### config.mk
export PLATFORM = sky130hd
export DESIGN_NAME = float_int_convert
export DESIGN_NICKNAME = d
export VERILOG_FILES = /design/src/rtl/float_int_convert.sv
export SDC_FILE = /design/constraint.sdc
export NUM_CORES = 1
export LEC_CHECK = 0
export ABC_AREA = 1
export ABC_CLOCK_PERIOD_IN_PS = 5300
export CAP_MARGIN = 10
export CORE_ASPECT_RATIO = 1.1
export CORE_MARGIN = 5
export CORE_UTILIZATION = 34
export CTS_CLUSTER_SIZE = 16
export DETAILED_ROUTE_END_ITERATION = 6
export PLACE_DENSITY = 0.61
export SETUP_SLACK_MARGIN = 0.5
export SLEW_MARGIN = 40
export SYNTH_ARGS = -nofsm -noshare
export SYNTH_HDL_FRONTEND = slang
export SYNTH_SLANG_ARGS = --single-unit
### constraint.sdc
create_clock -name clk -period 5.3 [get_ports clk]
set_input_delay 1.325 -clock clk [delete_from_list [all_inputs] [get_ports clk]]
set_output_delay 1.325 -clock clk [all_outputs]
set_load 0.05 [all_outputs]
### src/rtl/float_int_convert.sv
// Multi-cycle converter between 32-bit two's-complement integers and IEEE-754 single floats.
// Truncating rounding; a one-bit-per-cycle shifter handles normalisation in both directions.
module float_int_convert (
    input  logic        clk,
    input  logic        rst,
    input  logic        start,
    input  logic        mode,
    input  logic [31:0] a,
    output logic [31:0] z,
    output logic [1:0]  flag,
    output logic        busy,
    output logic        done
);

    typedef enum logic [2:0] {
        IDLE,
        CHECK,
        SHIFT,
        PACK,
        DONE
    } state_t;

    state_t      state;
    state_t      state_next;

    logic        mode_r;
    logic [31:0] a_r;
    logic [31:0] mag;
    logic [7:0]  exp_r;
    logic [4:0]  cnt;
    logic        sticky;

    logic [7:0]  e;
    logic [22:0] f;
    logic [31:0] abs_a;
    logic [7:0]  cnt_init;
    logic        special;
    logic [31:0] special_z;
    logic [1:0]  special_flag;

    assign e        = a_r[30:23];
    assign f        = a_r[22:0];
    assign abs_a    = a_r[31] ? (~a_r + 32'd1) : a_r;
    assign cnt_init = 8'd158 - e;

    assign busy = (state != IDLE);
    assign done = (state == DONE);

    // Cases resolved directly in CHECK without touching the shifter.
    always_comb begin
        special      = 1'b0;
        special_z    = 32'h0000_0000;
        special_flag = 2'b00;
        if (!mode_r) begin
            if (a_r == 32'h0000_0000) begin
                special = 1'b1;
            end
        end else begin
            if (e == 8'hFF) begin
                special = 1'b1;
                if (f != 23'd0) begin
                    special_flag = 2'b11;
                end else begin
                    special_z    = a_r[31] ? 32'h8000_0000 : 32'h7FFF_FFFF;
                    special_flag = 2'b10;
                end
            end else if (e < 8'd127) begin
                special      = 1'b1;
                special_flag = (a_r[30:0] != 31'd0) ? 2'b01 : 2'b00;
            end else if (a_r == 32'hCF00_0000) begin
                special   = 1'b1;
                special_z = 32'h8000_0000;
            end else if (e >= 8'd158) begin
                special      = 1'b1;
                special_z    = a_r[31] ? 32'h8000_0000 : 32'h7FFF_FFFF;
                special_flag = 2'b10;
            end
        end
    end

    always_ff @(posedge clk or posedge rst) begin
        if (rst) begin
            state <= IDLE;
        end else begin
            state <= state_next;
        end
    end

    always_comb begin
        state_next = state;
        case (state)
            IDLE: begin
                if (start) begin
                    state_next = CHECK;
                end
            end
            CHECK: begin
                if (special) begin
                    state_next = DONE;
                end else if (!mode_r && abs_a[31]) begin
                    state_next = PACK;
                end else begin
                    state_next = SHIFT;
                end
            end
            SHIFT: begin
                // mag[30] becomes the new mag[31] after this cycle's left shift.
                if (!mode_r) begin
                    if (mag[30]) begin
                        state_next = PACK;
                    end
                end else if (cnt == 5'd1) begin
                    state_next = PACK;
                end
            end
            PACK:    state_next = DONE;
            DONE:    state_next = IDLE;
            default: state_next = IDLE;
        endcase
    end

    always_ff @(posedge clk or posedge rst) begin
        if (rst) begin
            mode_r <= 1'b0;
            a_r    <= 32'h0000_0000;
            mag    <= 32'h0000_0000;
            exp_r  <= 8'd0;
            cnt    <= 5'd0;
            sticky <= 1'b0;
            z      <= 32'h0000_0000;
            flag   <= 2'b00;
        end else begin
            case (state)
                IDLE: begin
                    if (start) begin
                        mode_r <= mode;
                        a_r    <= a;
                    end
                end
                CHECK: begin
                    sticky <= 1'b0;
                    if (!mode_r) begin
                        mag   <= abs_a;
                        exp_r <= 8'd158;
                    end else begin
                        mag <= {1'b1, f, 8'b0};
                        cnt <= cnt_init[4:0];
                    end
                    if (special) begin
                        z    <= special_z;
                        flag <= special_flag;
                    end
                end
                SHIFT: begin
                    if (!mode_r) begin
                        mag   <= mag << 1;
                        exp_r <= exp_r - 8'd1;
                    end else begin
                        sticky <= sticky | mag[0];
                        mag    <= mag >> 1;
                        cnt    <= cnt - 5'd1;
                    end
                end
                PACK: begin
                    if (!mode_r) begin
                        z    <= {a_r[31], exp_r, mag[30:8]};
                        flag <= (mag[7:0] != 8'd0) ? 2'b01 : 2'b00;
                    end else begin
                        z    <= a_r[31] ? (~mag + 32'd1) : mag;
                        flag <= sticky ? 2'b01 : 2'b00;
                    end
                end
                default: begin
                end
            endcase
        end
    end

endmodule

## Yosys cells after proc, flatten, opt, wreduce, memory -nomap -nowiden

Cells that the tools add are included.

| word-level totals | value |
|---|---|
| bits in registers | 116 |
| input bits | 36 |
| output and inout port bits | 36 |
| word-level logic and storage cells | 98 |

| cells by class | value |
|---|---|
| add/sub/neg operators | 5 |
| order comparisons | 2 |
| equal/unequal tests | 15 |
| muxes and demuxes | 48 |
| bitwise logic cells | 3 |
| reduce and logical (&&, ||, !) cells | 16 |

Operators by type and width:

| cell | count |
|---|---|
| 32-bit two-way mux | 13 |
| 32-bit case mux with 2 select lines | 2 |
| 32-bit by 1-bit adder with 32-bit output (second input constant) | 2 |
| 32-bit inverter | 2 |
| 32-bit == test (second input constant) | 1 |
| 32-bit logical NOT | 1 |
| 31-bit nonzero test | 1 |
| 23-bit nonzero test | 1 |
| 8-bit two-way mux | 2 |
| 8-bit case mux with 2 select lines | 1 |
| 3-bit two-way mux | 5 |
| 1-bit two-way mux | 13 |
| 2-bit two-way mux | 6 |
| 2-bit != test (second input constant) | 6 |
| 3-bit case mux with 4 select lines | 1 |
| 5-bit two-way mux | 2 |
| 5-bit case mux with 2 select lines | 1 |
| 3-bit AND reduction | 3 |
| 8-bit == test (second input constant) | 1 |
| 8-bit >= comparator (second input constant) | 1 |
| 8-bit by 7-bit less-than comparator with 1-bit output (second input constant) | 1 |
| 8-bit nonzero test | 1 |
| 8-bit by 1-bit subtractor with 8-bit output (second input constant) | 1 |
| 3-bit by 2-bit == test with 1-bit output (second input constant) | 2 |
| 15 further kinds | 19 |

## Logic depth before layout (Yosys ltp)

| logic depth | value |
|---|---|
| word-level depth | 8 |
| mapped depth | 13 |
| gate-level depth less buffers | 13 |

## Worst setup path after synthesis

No wires, ideal clock.

| path | value |
|---|---|
| path type | register to output |
| start | register state[0] |
| end | output done |
| arrival | 1.569 ns |
| required time | 3.975 ns |
| path slack | 2.406 ns |
| stages on the path, launching flop included | 3 |
| buffers on the path | 1 |
| path through | dfrtp_1 buf_2 nor3_1 |

| on the way | value |
|---|---|
| word-level cells in the longest chain between the ends | 1 |

RTL lines:

| element | RTL line | RTL |
|---|---|---|
| start, declared | 23 | `state_t state;` |
| start signal, assigned | 85 | `state <= state_next;` |
| 3-bit == test | 47 | `assign done = (state == DONE);` |
| end, declared | 12 | `output logic done` |

Every way passes these cells.

## Final worst setup path

Same ends and word-level chain as after synthesis.

==> summary.txt <==
Status
  – Outcome: finished clean

Clock network
  – Post-CTS Setup Inserts: 0
  – H-tree depth: 4
  – PostCTS Resize Cnt: 0
  – Clk sink count: 116
  – Num CTS Buffers: 17
  – CTS root buffer: clkbuf_16
  – Clk_lat worst skew: 0.43 ns
  – CTS clk-pin slew, worst paths: 0.06 ns
  – Hold-fix buffers, CTS: 0
  – CTS tree: done
  – Clock Path Buffers: 2

Die
  – Die area: 26500 µm²
  – Core area: 22900 µm²
  – Top Ports: 72
  – Initial core utilization: 34.6%
  – Cell Rows: 58
  – Die Ht: 170 µm
  – Die X: 156 µm

Layout
  – Post-Layout Cell Count: 1522
  – Synth-to-Final Area Change: 19.1%
  – Layout cells sized above 1: 9.49%
  – Fill cells: 2460
  – Layout net count: 1254
  – Diodes inserted: 0

Placement
  – Pre-CTS setup slack: 2.13 ns
  – RePlAce Congestion: 0.925
  – Port buffer count: 71
  – DP Cell Count: 1490
  – HPWL after DPL: 17900 µm

Yosys
  – Post-synth cell types: 46
  – Main flop type after synthesis: dfrtp_1
  – Syn Inst Count: 1164
  – Post-synth EDFFs: 0
  – Syn Area/Cell: 6.82 µm²
  – Flop and latch count out of synthesis: 116
  – Seq/Total Area, Yosys: 36.6%
  – Mapped Area: 7930 µm²
  – Syn Nets: 1209
  – Synth warn: 0
  – Async SR Flop Fraction: 100%

Worst setup path
  – Crit path DAT: 1.93 ns
  – Cell family with most CP delay: buffers and inverters
  – CP endpoint kind: output pin
  – Crit-path max cell delay: 0.84 ns
  – WS Path Type: reg2out
  – CP required: 3.97 ns
  – Crit-path max FO: 6
  – CP bufs+invs: 1
  – Slowest CP cell: clkdlybuf4s50_1
  – Crit-path cells: nor3_1, clkdlybuf4s50_1
  – Worst setup SP type: flip-flop

STA
  – Setup ws final: 2.04 ns
  – Setup tns final: 0 ns
  – Max-slew violations: 0
  – Minimum clock period: 3.26 ns
  – Fin crit share: 61.4%
  – Fmax: 307 MHz
  – WHS: 0.483 ns
  – Relative slew slack: 54.9%
  – Final setup viols: 0
  – Worst slew pin tran: 0.677 ns
  – Layout Skew: 0.00525 ns
  – RSZ-0062 raised after global routing: false
  – Final Hold Vio Count: 0

Routing
  – DR iter-0 viols: 885
  – DR WL/cell: 16.1 µm
  – Final ANT Viol Nets: 0
  – Routed via count: 7950
  – DRT Wirelength: 24500 µm
  – DR pass1 iterations: 6
  – Vias/cell: 5.22
  – # DRC: 0

Pwr
  – Pwr Density: 680 nW/µm²
  – Leakage dissipation: 4.50 nW
  – Power, Total: 6.43 mW
  – Maximum VDD drop: 353 µV

GRT
  – Grt ovf: 0
  – First-pass GRT wire length: 39800 µm
  – Initial antenna violation count: 0
  – Maximum number of pins on one net before global-route repair: 70
  – Vias in the first global route: 7448
  – GRT Overall Usage: 18.6%

Hold path
  – Worst hold-check path type: reg2reg

Flow run
  – Max Cap Violations: 0
-- final timing paths --
| check | from | cells past startpoint | slack [ns] | to |
|---|---|---|---|---|
| worst max-delay path | state[0]$_DFFE_PP0P_ | 2 | 2.04 | done |
| worst min-delay path | flag[0]$_DFFE_PP0P_ | 2 | 0.48 | flag[0]$_DFFE_PP0P_ |
| worst max register to register | a_r[31]$_DFFE_PP0P_ | 10 | 2.42 | z[30]$_DFFE_PP0P_ |
| worst min register to register | flag[0]$_DFFE_PP0P_ | 2 | 0.48 | flag[0]$_DFFE_PP0P_ |
| max in group asynchronous | rst | 3 | 3.06 | a_r[8]$_DFFE_PP0P_ |
| min in group asynchronous | rst | 2 | 1.30 | exp_r[6]$_DFFE_PP0P_ |
-- cells in the final DEF, fill, tap and decap left out, types with 2 or more instances in the layout --
cell type	n
nand2_1	310
nand3_1	128
dfrtp_1	115
nor2_1	113
inv_1	101
o21ai_0	97
a21oi_1	73
clkdlybuf4s50_1	71
nand3_2	33
clkbuf_16	17
o211ai_1	16
xor2_1	15
nor2_2	14
nor3_1	13
inv_2	11
nand4_1	9
ha_1	9
buf_4	9
clkinvlp_4	7
nand2_2	5
o21ai_1	5
nand3b_1	4
nor2_4	3
a31oi_1	3
nand2_4	3
nor4_1	3
o221ai_1	3
o22ai_1	2
mux2_2	2
o311ai_0	2
clkbuf_8	2
bufinv_16	2
clkinv_2	2
-- registers in the layout, indices dropped and copies added (netlist names) --
name and count:
state 3, mode_r 1, flag 2, exp_r 8
z 32, a_r 32, cnt 5, sticky 1
mag 32
-- final cells by class --
| type | instances | area, µm² | share of cell area [%] |
|---|---|---|---|
| Tap cell | 300 | 375 | 3.97 |
| Clock buffer | 20 | 457 | 4.83 |
| Clock inverter | 12 | 131 | 1.39 |
| Timing Repair Buffer | 80 | 778 | 8.24 |
| Sequential cell | 116 | 2900 | 30.7 |
| Inverter | 114 | 430 | 4.55 |
| Multi-Input combinational cell | 880 | 4370 | 46.3 |
-- metal layers --
| metal | GRT usage (%) | up-vias | share of wire, % |
|---|---|---|---|
| met5 | 0 | - | 0 |
| li1 | - | 3929 | - |
| met1 | 27.3 | 3687 | 48 |
| met3 | 2.47 | 36 | 6.2 |
| met2 | 28.7 | 298 | 44 |
| met4 | 5.60 | 0 | 1.7 |
-- cell usage after synthesis (5+ instances only) --
library cell	count	share of area, %
o21ai_0	97	6.1
nand3_2	32	4.0
o211ai_1	16	1.5
nand2_1	311	15
buf_2	9	0.57
nand3_1	129	8.1
nor2_2	14	1.1
nor2_1	113	5.3
clkbuf_1	35	1.7
inv_2	11	0.52
nand4_1	9	0.71
a21oi_1	73	4.6
ha_1	9	1.4
dfrtp_1	116	37
inv_1	102	4.8
o21ai_1	5	0.32
nor3_1	13	0.82
buf_1	7	0.33
xor2_1	15	1.7
-- where the power goes --
part           switching, mW  internal, mW
clock network          0.440         0.713
registers              0.446          1.29
logic                   2.43          1.12
total                   3.31          3.12
-- stage by stage --
stage          cell area, µm²  utilization, %
6_report                 9450            41.2
5_1_grt                  9450            41.2
4_1_cts                  9450            41.2
3_5_place_dp             8860            38.6
3_3_place_gp             8860            38.6
2_1_floorplan            7930               -
-- kinds of logic (layout without fill, tap and decap cells) --
group | Yosys count | count (layout) | share of synthesized area [%]
compound gates | 209 | 209 | 14.3
xor+xnor | 15 | 15 | 1.66
fa+ha+maj | 9 | 9 | 1.42
buf+inv | 168 | 226 | 8.37
flops | 116 | 116 | 36.6
mux | 2 | 2 | 0.284
simple gates | 645 | 645 | 37.3
-- worst min-delay path, delay by kind of cell, from the launching register on --
kind          cells  cell delay, ns
flops             1            0.34
simple gates      2            0.11
(Power assumes the default switching activity.)
